File: config.mk
export PLATFORM = sky130hd
export DESIGN_NAME = bus_fifo_bank
export DESIGN_NICKNAME = d
export VERILOG_FILES = /design/src/rtl/bus_fifo_pkg.sv /design/src/rtl/bus_fifo_bank_fifo_fwft.sv /design/src/rtl/bus_fifo_bank.sv
export SDC_FILE = /design/constraint.sdc
export NUM_CORES = 1
export LEC_CHECK = 0
export CORE_MARGIN = 1
export CORE_UTILIZATION = 30
export DETAILED_ROUTE_END_ITERATION = 8
export PLACE_DENSITY = 0.52
export REMOVE_ABC_BUFFERS = 1
export SETUP_SLACK_MARGIN = 0.4
export SLEW_MARGIN = 0
export SYNTH_ARGS = -nofsm -noshare
export SYNTH_HDL_FRONTEND = slang
export SYNTH_SLANG_ARGS = --single-unit
File: constraint.sdc
create_clock -name clk -period 7.8 [get_ports clk]
set_clock_uncertainty 0.05 [all_clocks]
set_input_delay 1.56 -clock clk [delete_from_list [all_inputs] [get_ports clk]]
set_output_delay 1.56 -clock clk [all_outputs]
set_load 0.02 [all_outputs]
File: src/rtl/bus_fifo_pkg.sv
// bus_fifo_pkg: shared widths and constants for the bus FIFO bank.
package bus_fifo_pkg;
  localparam int ID_W = 8;
  localparam logic [ID_W-1:0] BROADCAST = {ID_W{1'b1}};
  function automatic int CNT_W(input int depth);
    return $clog2(depth) + 1;
  endfunction
endpackage

File: src/rtl/bus_fifo_bank_fifo_fwft.sv
// fifo_fwft: first-word fall-through circular FIFO with occupancy count and sticky overflow.
module fifo_fwft
  import bus_fifo_pkg::*;
#(
  parameter int width = 16,
  parameter int depth = 8
) (
  input  logic                      clk,
  input  logic                      reset,
  input  logic                      wr,
  input  logic [width-1:0]          din,
  input  logic                      rd,
  output logic [width-1:0]          dout,
  output logic                      not_empty,
  output logic [CNT_W(depth)-1:0]   cnt,
  output logic                      ovf
);
  localparam int AW = $clog2(depth);
  localparam int CW = CNT_W(depth);
  typedef struct packed {
    logic [AW-1:0] rptr;
    logic [AW-1:0] wptr;
    logic [CW-1:0] cnt;
    logic          ovf;
  } fifo_state_t;
  fifo_state_t s_q, s_d;
  logic [width-1:0] mem_q [depth];
  logic full, do_rd, do_wr;
  // A read on a full FIFO frees the slot the same-cycle write needs.
  always_comb begin
    full     = s_q.cnt == CW'(depth);
    do_rd    = rd && not_empty;
    do_wr    = wr && (!full || do_rd);
    s_d.rptr = s_q.rptr + AW'(do_rd);
    s_d.wptr = s_q.wptr + AW'(do_wr);
    s_d.cnt  = s_q.cnt + CW'(do_wr) - CW'(do_rd);
    s_d.ovf  = s_q.ovf || (wr && !do_wr);
  end
  always_ff @(posedge clk) begin
    if (!reset) s_q <= '0;
    else s_q <= s_d;
  end
  always_ff @(posedge clk) begin
    if (reset && do_wr) mem_q[s_q.wptr] <= din;
  end
  assign not_empty = s_q.cnt != '0;
  assign dout      = not_empty ? mem_q[s_q.rptr] : '0;
  assign cnt       = s_q.cnt;
  assign ovf       = s_q.ovf;
endmodule

File: src/rtl/bus_fifo_bank.sv
// bus_fifo_bank: per-device TX/RX FWFT FIFO pairs between host drivers and the bus.
// Optional destination filtering on pushes when BUS_FIFO_ADDR_FILTER_EN is defined.
module bus_fifo_bank
  import bus_fifo_pkg::*;
#(
  parameter int              bits      = 1,
  parameter int              drvrs     = 4,
  parameter int              pckg_sz   = 16,
  parameter int              depth     = 8,
  parameter logic [ID_W-1:0] broadcast = BROADCAST
) (
  input  logic                                             clk,
  input  logic                                             reset,
  input  logic [bits-1:0][drvrs-1:0]                       wr_en,
  input  logic [bits-1:0][drvrs-1:0][pckg_sz-1:0]          wr_data,
  input  logic [bits-1:0][drvrs-1:0]                       rd_en,
  output logic [bits-1:0][drvrs-1:0][pckg_sz-1:0]          rd_data,
  output logic [bits-1:0][drvrs-1:0]                       rd_valid,
  output logic [bits-1:0][drvrs-1:0]                       pndng,
  output logic [bits-1:0][drvrs-1:0][pckg_sz-1:0]          D_pop,
  input  logic [bits-1:0][drvrs-1:0]                       pop,
  input  logic [bits-1:0][drvrs-1:0]                       push,
  input  logic [bits-1:0][drvrs-1:0][pckg_sz-1:0]          D_push,
  output logic [bits-1:0][drvrs-1:0][CNT_W(depth)-1:0]     tx_cnt,
  output logic [bits-1:0][drvrs-1:0][CNT_W(depth)-1:0]     rx_cnt,
  output logic [bits-1:0][drvrs-1:0]                       tx_ovf,
  output logic [bits-1:0][drvrs-1:0]                       rx_ovf
`ifdef BUS_FIFO_ADDR_FILTER_EN
  ,
  output logic [bits-1:0][drvrs-1:0]                       misroute
`endif
);
  for (genvar b = 0; b < bits; b++) begin : g_bus
    for (genvar d = 0; d < drvrs; d++) begin : g_dev
      logic push_ok;
`ifdef BUS_FIFO_ADDR_FILTER_EN
      logic hit, mis_q;
      assign hit     = D_push[b][d][pckg_sz-1 -: ID_W] inside {ID_W'(d), broadcast};
      assign push_ok = push[b][d] && hit;
      always_ff @(posedge clk) begin
        if (!reset) mis_q <= 1'b0;
        else if (push[b][d] && !hit) mis_q <= 1'b1;
      end
      assign misroute[b][d] = mis_q;
`else
      assign push_ok = push[b][d];
`endif
      fifo_fwft #(.width(pckg_sz), .depth(depth)) u_tx (
        .clk, .reset, .wr(wr_en[b][d]), .din(wr_data[b][d]), .rd(pop[b][d]),
        .dout(D_pop[b][d]), .not_empty(pndng[b][d]), .cnt(tx_cnt[b][d]), .ovf(tx_ovf[b][d])
      );
      fifo_fwft #(.width(pckg_sz), .depth(depth)) u_rx (
        .clk, .reset, .wr(push_ok), .din(D_push[b][d]), .rd(rd_en[b][d]),
        .dout(rd_data[b][d]), .not_empty(rd_valid[b][d]), .cnt(rx_cnt[b][d]), .ovf(rx_ovf[b][d])
      );
    end
  end
endmodule

==> results of run 1 <==
[worst max-delay path, stage by stage, from the launching register on]
cell             delay (ns)
dfxtp_1                0.33
inv_1                  0.08
ha_1                   0.23
nor3b_4                0.17
inv_2                  0.08
and2_1                 0.74
a22o_1                 0.36
clkdlybuf4s50_1        0.67
[layout by cell type, fill, tap and decap left out, types with 8 or more instances in the layout]
| master | n |
|---|---|
| nor2_1 | 53 |
| nor4_2 | 14 |
| clkbuf_16 | 119 |
| edfxtp_1 | 1024 |
| dfxtp_1 | 74 |
| o21a_1 | 8 |
| clkinv_1 | 21 |
| a22o_1 | 128 |
| clkdlybuf4s50_1 | 320 |
| mux4_2 | 201 |
| a21oi_1 | 15 |
| dfxtp_2 | 14 |
| bufinv_16 | 10 |
| nand2b_1 | 13 |
| nor2_2 | 13 |
| nor3_4 | 15 |
| xnor2_1 | 17 |
| nand2_1 | 26 |
| clkinv_2 | 20 |
| mux2i_1 | 8 |
| buf_4 | 61 |
| and2_1 | 44 |
| inv_1 | 76 |
| a21o_1 | 8 |
| clkbuf_1 | 30 |
| ha_1 | 74 |
| mux4_1 | 55 |
| fa_1 | 8 |
| nor3b_4 | 9 |
[state kept, by name, indices dropped and copies added (netlist names)]
register	count
g_bus.g_dev.u_rx.mem_q	512
g_bus.g_dev.u_tx.s_q	24
g_bus.g_dev.u_rx.cnt	16
g_bus.g_dev.u_tx.cnt	16
g_bus.g_dev.u_rx.ovf	4
g_bus.g_dev.u_tx.ovf	4
g_bus.g_dev.u_rx.s_q	24
g_bus.g_dev.u_tx.mem_q	512
[kinds of logic (layout without fill, tap and decap cells)]
kind of cell	count (synthesis)	after routing	synth area share
flops	1112	1112	0.7365
mux	264	264	0.1371
simple gates	236	236	0.02988
buf+inv	226	687	0.03248
compound gates	186	186	0.03467
fa+ha+maj	82	82	0.02460
xor+xnor	24	24	0.004762
other cells	0	4	0
[layer usage]
| layer | global-route usage | vias up | part of all wire |
|---|---|---|---|
| li1 | - | 9446 | - |
| met1 | 0.1814 | 11140 | 0.43 |
| met2 | 0.2299 | 511 | 0.49 |
| met3 | 0.03214 | 153 | 0.062 |
| met4 | 0.04026 | 14 | 0.020 |
| met5 | 0 | - | 0.00084 |
[cell usage after synthesis, drive strengths merged, types with 5 or more instances]
master	number	area (sq um)
edfxtp	1024	30750
mux4	256	5972
a22o	128	1121
buf	126	1059
dfxtp	88	1762
inv	83	311.5
ha	74	925.9
nor2	66	247.7
and2	44	275.3
nand2	26	97.59
nor3	22	110.1
clkbuf	17	63.81
nor3b	17	183.9
xnor2	17	148.9
a21oi	16	80.08
nor4	14	87.58
nand2b	13	81.33
a21o	8	60.06
fa	8	160.2
mux2i	8	80.08
o21a	8	60.06
o21ai	7	35.03
or3	7	43.79
xor2	7	61.31
nor2b	6	37.54
o2111ai	6	52.55
and3	5	31.28
or3b	5	43.79
[per-stage QoR]
stage	setup slack, ns	hold WS [ns]	cells
after floorplan	3.604	0.4397	1987
after global placement	3.273	0.4149	4285
after detailed placement	3.236	0.4160	4286
after CTS	2.415	0.4305	4508
after global routing	2.638	0.4526	4509
final	2.815	0.4229	4512
[layout make-up]
| class | count | area (sq um) | share of cell area |
|---|---|---|---|
| Antenna cell | 4 | 10.01 | 0.0001876 |
| Clock buffer | 150 | 3104 | 0.05817 |
| Clock inverter | 72 | 710.7 | 0.01332 |
| Inverter | 83 | 311.5 | 0.005838 |
| Multi-Input combinational cell | 792 | 10620 | 0.1991 |
| Sequential cell | 1112 | 32530 | 0.6096 |
| Tap cell | 1917 | 2399 | 0.04495 |
| Timing Repair Buffer | 382 | 3676 | 0.06889 |
[where the power goes]
part	switching, mW	total [mW]	internal (mW)	leakage [nW]
clock	2.35	5.51	3.16	1.85
combinational	2.47	4.68	2.21	5.42
sequential	0.279	7.08	6.81	9.97
[final timing paths]
kind,endpoint,slack (ns),cells past startpoint,from
max,rd_data[47],2.82,7,g_bus[0].g_dev[2].u_rx.cnt[2]$_SDFF_PN0_
max reg2reg,g_bus[0].g_dev[0].u_rx.mem_q[1][15]$_DFFE_PP_,4.89,6,g_bus[0].g_dev[0].u_rx.cnt[2]$_SDFF_PN0_
min reg2reg,g_bus[0].g_dev[0].u_tx.ovf$_SDFF_PN0_,0.42,1,g_bus[0].g_dev[0].u_tx.ovf$_SDFF_PN0_
min,g_bus[0].g_dev[0].u_tx.ovf$_SDFF_PN0_,0.42,1,g_bus[0].g_dev[0].u_tx.ovf$_SDFF_PN0_
==> key figures, run 1 <==
Outcome
  • Run status: finished clean

STA
  • TNS Setup: 0 ns
  • RSZ-0062 raised after global routing: false
  • Final Hold Vio Count: 0
  • Slew margin rel.: 0.2057
  • Final setup fails: 0
  • Fmax: 200.6 MHz
  • Slew Viols, Final: 0
  • Tcrit/Tclk final: 0.6391
  • Minimum clock period: 4.985 ns
  • Slew @ Worst Pin: 1.190 ns

Route
  • DRT Wirelength: 103900 microns
  • DR vias/cell: between 4 and 5
  • DR vias: 21270
  • DRC viols: 0
  • Detailed router's first-iteration violation count: roughly 1200
  • WL per Instance: 23.03 microns
  • DRT Pass-1 Iters: 5
  • Remaining antenna violation count: 0

Pwr
  • Tot Pwr: roughly 17 mW
  • LEAKAGE: 17.24 nW
  • P per Cell Area: 323.8 mW/mm^2
  • VDD IR max: 0.2583 mV

Place
  • Port bufs: around 320
  • Placed Area: 0.04953 sq mm
  • RePlAce Congestion: 0.7318
  • Hpwl dp: between 60000 and 70000 microns

Finish
  • Final Util: 0.3657
  • Final nets: 2717
  • Area Overhead vs Synth: 20.89%
  • Number of fill cells: between 10000 and 15000
  • Final instance area: 0.05336 sq mm
  • Layout cell share with drive strength beyond 1: 0.2049

Worst setup path
  • Crit path DAT: 3.37 ns
  • Crit end category: primary output
  • Startpoint type of the worst setup path: flip-flop
  • Kind of critical path: flip-flop to primary output
  • Worst Path Required: 6.19 ns
  • Crit Path Max Fanout: 16

Synth
  • Cell Area, Synth: 0.04414 sq mm
  • Syn_area_per_cell: 20.72 sq um
  • Post-synth top flop: edfxtp_1
  • Async SR Flop Fraction: 0
  • Distinct cells, synth: 48
  • Number of synthesized flops with an enable pin: 1024
  • Synthesis-stage register bit count: 1112
  • Yosys Warn Count: 0
  • Syn Inst Count: between 2000 and 2500
  • Sequential area share after synthesis: 0.7365

Die
  • Die width: 385.6 microns
  • FP Rows: 140
  • Initial core utilization: 0.3025
  • Die Span Y: 385.6 microns
  • Ports: 322
  • DIE AREA: 0.1487 sq mm
  • Core area: between 0.1 and 0.15 sq mm

Clock network
  • Clk root buf: clkbuf_16
  • CTS tree: done
  • Number of buffers created by CTS: 118
  • # resized after CTS: 0
  • Clk Latency, worst-skew pair: 0.73 ns
  • Clock Tree Buf Depth: 3
  • Worst-path clk slew: 0.06 ns
  • H-tree levels: 3
  • CTS hold repair buffers: 0
  • Clk sinks: ~1100
  • Setup Fix Bufs, Post-CTS: 0

Global route
  • Largest net degree at the start of global routing: 49
  • First-pass GRT wire length: 151000 microns
  • Total grt overflow: 0
  • GRT Overall Usage: 0.1389
  • Initial antenna violation count: 21
  • Vias in the first global route: 22680

Hold path
  • Worst Hold Class: flip-flop to flip-flop

Run
  • Number of max-cap violations: 0
(Power assumes the default switching activity.)
==> run 2, diff against run 1 <==
--- a/config.mk
+++ b/config.mk
@@ -8,7 +8,7 @@
 export CORE_MARGIN = 1
 export CORE_UTILIZATION = 30
 export DETAILED_ROUTE_END_ITERATION = 8
-export PLACE_DENSITY = 0.52
+export PLACE_DENSITY = 0.54
 export REMOVE_ABC_BUFFERS = 1
 export SETUP_SLACK_MARGIN = 0.4
 export SLEW_MARGIN = 0
==> constraint.sdc (replaced) <==
create_clock -name clk -period 4.4 [get_ports clk]
set_clock_uncertainty 0.05 [all_clocks]
set_input_delay 0.88 -clock clk [delete_from_list [all_inputs] [get_ports clk]]
set_output_delay 0.88 -clock clk [all_outputs]
set_load 0.02 [all_outputs]
==> run 2 against run 1 <==
Global-route usage increased by 0.20 points. Highest routed layer unchanged. Critical path depth decreased by 3. Clock-buffer cell count increased by 11. Via count increased by 2.1%. Critical endpoint is now rd_data[6]. Sequential cell count unchanged.
==> key figures, run 2 (same netlist as run 1, synthesis figures left out) <==
Outcome
  • Run status: finished clean

Worst setup path
  • Crit end category: primary output
  • Crit Reg-Reg Endpoint: g_bus[0].g_dev[0].u_rx.mem_q[1][11]$_DFFE_PP_
  • Worst R2R Path Depth: 6
  • Crit Path Max Fanout: 24
  • FF-to-FF setup slack: 1.63 ns
  • Crit path DAT: 2.92 ns
  • Worst Setup EP: rd_data[6]
  • Crit-path cells: buf_12 > mux4_2 > a22o_1 > clkdlybuf4s50_1
  • Worst Path Required: 3.47 ns
  • CP max stage cell: mux4_2
  • Crit path max-delay family: buffers and inverters
  • Startpoint type of the worst setup path: flip-flop
  • CP max stage delay: 0.62 ns
  • Crit. path cell count: 4
  • Crit path from: g_bus[0].g_dev[0].u_rx.s_q[8]$_SDFF_PN0_
  • Bufs and invs on worst path: 2
  • Kind of critical path: flip-flop to primary output
  • R2R Path Start: g_bus[0].g_dev[0].u_rx.cnt[2]$_SDFF_PN0_

Clock network
  • Clk Latency, worst-skew pair: 0.74 ns
  • H-tree levels: 3
  • Clock Tree Buf Depth: 3
  • Clk root buf: clkbuf_16
  • CTS hold repair buffers: 0
  • Worst-path clk slew: roughly 0.060 ns
  • CTS tree: done
  • Number of buffers created by CTS: 118
  • Clk sinks: 1112

Finish
  • Layout cell share with drive strength beyond 1: 0.2173
  • Post-Layout Cell Count: 4566
  • Area Overhead vs Synth: 22.33%
  • Final nets: 2770
  • Most common cell after layout, fill and taps aside: edfxtp_1
  • Most frequent cells in the layout: 1024 x edfxtp_1, 287 x clkdlybuf4s50_1, 201 x mux4_2
  • Biggest regs: g_bus.g_dev.u_rx.mem_q x512, g_bus.g_dev.u_tx.mem_q x512

Pwr
  • P per Cell Area: 573.4 mW/mm^2
  • LEAKAGE: ~18 nW
  • VDD IR max: 0.3532 mV
  • Tot Pwr: 30.96 mW

Place
  • Post-Place Setup Slack: ~0.89 ns
  • Hpwl dp: 66110 microns
  • Port bufs: approximately 320
  • Placed Cells: 4333
  • RePlAce Congestion: 0.7462

Die
  • Die width: roughly 390 microns
  • Ports: approximately 320
  • DIE AREA: approximately 0.15 sq mm
  • Core area: ~0.15 sq mm
  • Initial core utilization: 0.3025
  • Die Span Y: a little under 400 microns
  • FP Rows: between 100 and 150

STA
  • Worst Hold Slack: ~0.44 ns
  • Final worst setup slack: roughly 0.55 ns
  • Slew Viols, Final: 0
  • RSZ-0062 raised after global routing: false
  • Final setup fails: 0
  • TNS Setup: 0 ns
  • Minimum clock period: 3.851 ns
  • Fmax: approximately 260 MHz
  • Slew margin rel.: 0.4770
  • Slew @ Worst Pin: 0.7780 ns
  • Final Hold Vio Count: 0
  • Tcrit/Tclk final: 0.8752

Route
  • DRT Pass-1 Iters: 5
  • DRC viols: 0
  • DR vias: approximately 22000
  • DR vias/cell: 4.755
  • Detailed router's first-iteration violation count: roughly 1500
  • WL per Instance: 23.02 microns
  • DRT Wirelength: 105100 microns
  • Remaining antenna violation count: 0

Global route
  • Vias in the first global route: 23470
  • Largest net degree at the start of global routing: 36
  • Initial antenna violation count: 18
  • GRT Max-Usage Layer: met2
  • Met2 Use GR: 0.2280
  • GRT Overall Usage: 0.1409
  • Total grt overflow: 0
  • M1 GR Usage: 0.1794
  • First-pass GRT wire length: 153500 microns
  • Met3 usage: 0.04294

Run
  • Number of max-cap violations: 0

Hold path
  • Worst Hold Class: flip-flop to flip-flop
==> run 2: where the power goes <==
| part | leakage [nW] | internal [mW] | switching (mW) |
|---|---|---|---|
| clock | 1.94 | 5.82 | 4.19 |
| sequential | 9.97 | 12.1 | 0.458 |
| combinational | 6.07 | 4.02 | 4.40 |
| total | 18.0 | 21.9 | 9.05 |
==> run 2: through the flow <==
stage	utilization	instance area (sq um)
floorplan	-	43020
global placement	0.3413	49800
detailed placement	0.3413	49800
CTS	0.3695	53910
global route	0.3701	54000
finish	0.3701	54000
==> run 2: worst min path at each step <==
stage,start,endpoint,slack [ns],depth (start not counted)
2_1_floorplan,g_bus[0].g_dev[1].u_tx.s_q[10]$_SDFF_PN0_,g_bus[0].g_dev[1].u_tx.s_q[10]$_SDFF_PN0_,0.44,2
3_3_place_gp,g_bus[0].g_dev[3].u_tx.ovf$_SDFF_PN0_,g_bus[0].g_dev[3].u_tx.ovf$_SDFF_PN0_,0.42,1
3_5_place_dp,g_bus[0].g_dev[2].u_rx.ovf$_SDFF_PN0_,g_bus[0].g_dev[2].u_rx.ovf$_SDFF_PN0_,0.42,1
4_1_cts,g_bus[0].g_dev[3].u_tx.ovf$_SDFF_PN0_,g_bus[0].g_dev[3].u_tx.ovf$_SDFF_PN0_,0.44,1
5_1_grt,g_bus[0].g_dev[3].u_tx.ovf$_SDFF_PN0_,g_bus[0].g_dev[3].u_tx.ovf$_SDFF_PN0_,0.47,1
6_report,g_bus[0].g_dev[3].u_tx.ovf$_SDFF_PN0_,g_bus[0].g_dev[3].u_tx.ovf$_SDFF_PN0_,0.44,1
==> run 2: layout make-up <==
cell class	instances	area, sq um
inverter	83	312.8
sequential	1112	32540
tap	1917	2399
antenna	3	7.507
timing repair buffer	435	4253
fill	13280	91920
clock inverter	63	739.5
clock buffer	161	3264
multi-input combinational	792	10490
==> run 2: timing repair <==
item                                    in CTS  in global routing
resized for setup                           18                 29
pin swaps                                    2                  0
setup buffers                                5                  1
endpoints found under the setup margin     103                 57
==> run 2: per-layer routing <==
metal	vias to the layer above	routed length, microns
met3	170	7544
met1	11430	44080
met4	24	2419
met2	552	50920
li1	9535	-
met5	-	154
==> run 3, diff against run 2 <==
--- a/config.mk
+++ b/config.mk
@@ -8,6 +8,7 @@
 export CORE_MARGIN = 1
 export CORE_UTILIZATION = 30
 export DETAILED_ROUTE_END_ITERATION = 8
+export HOLD_SLACK_MARGIN = 0.05
 export PLACE_DENSITY = 0.54
 export REMOVE_ABC_BUFFERS = 1
 export SETUP_SLACK_MARGIN = 0.4
==> results of run 3 <==
The final DEF is identical to that of run 2; final timing and power are the same.
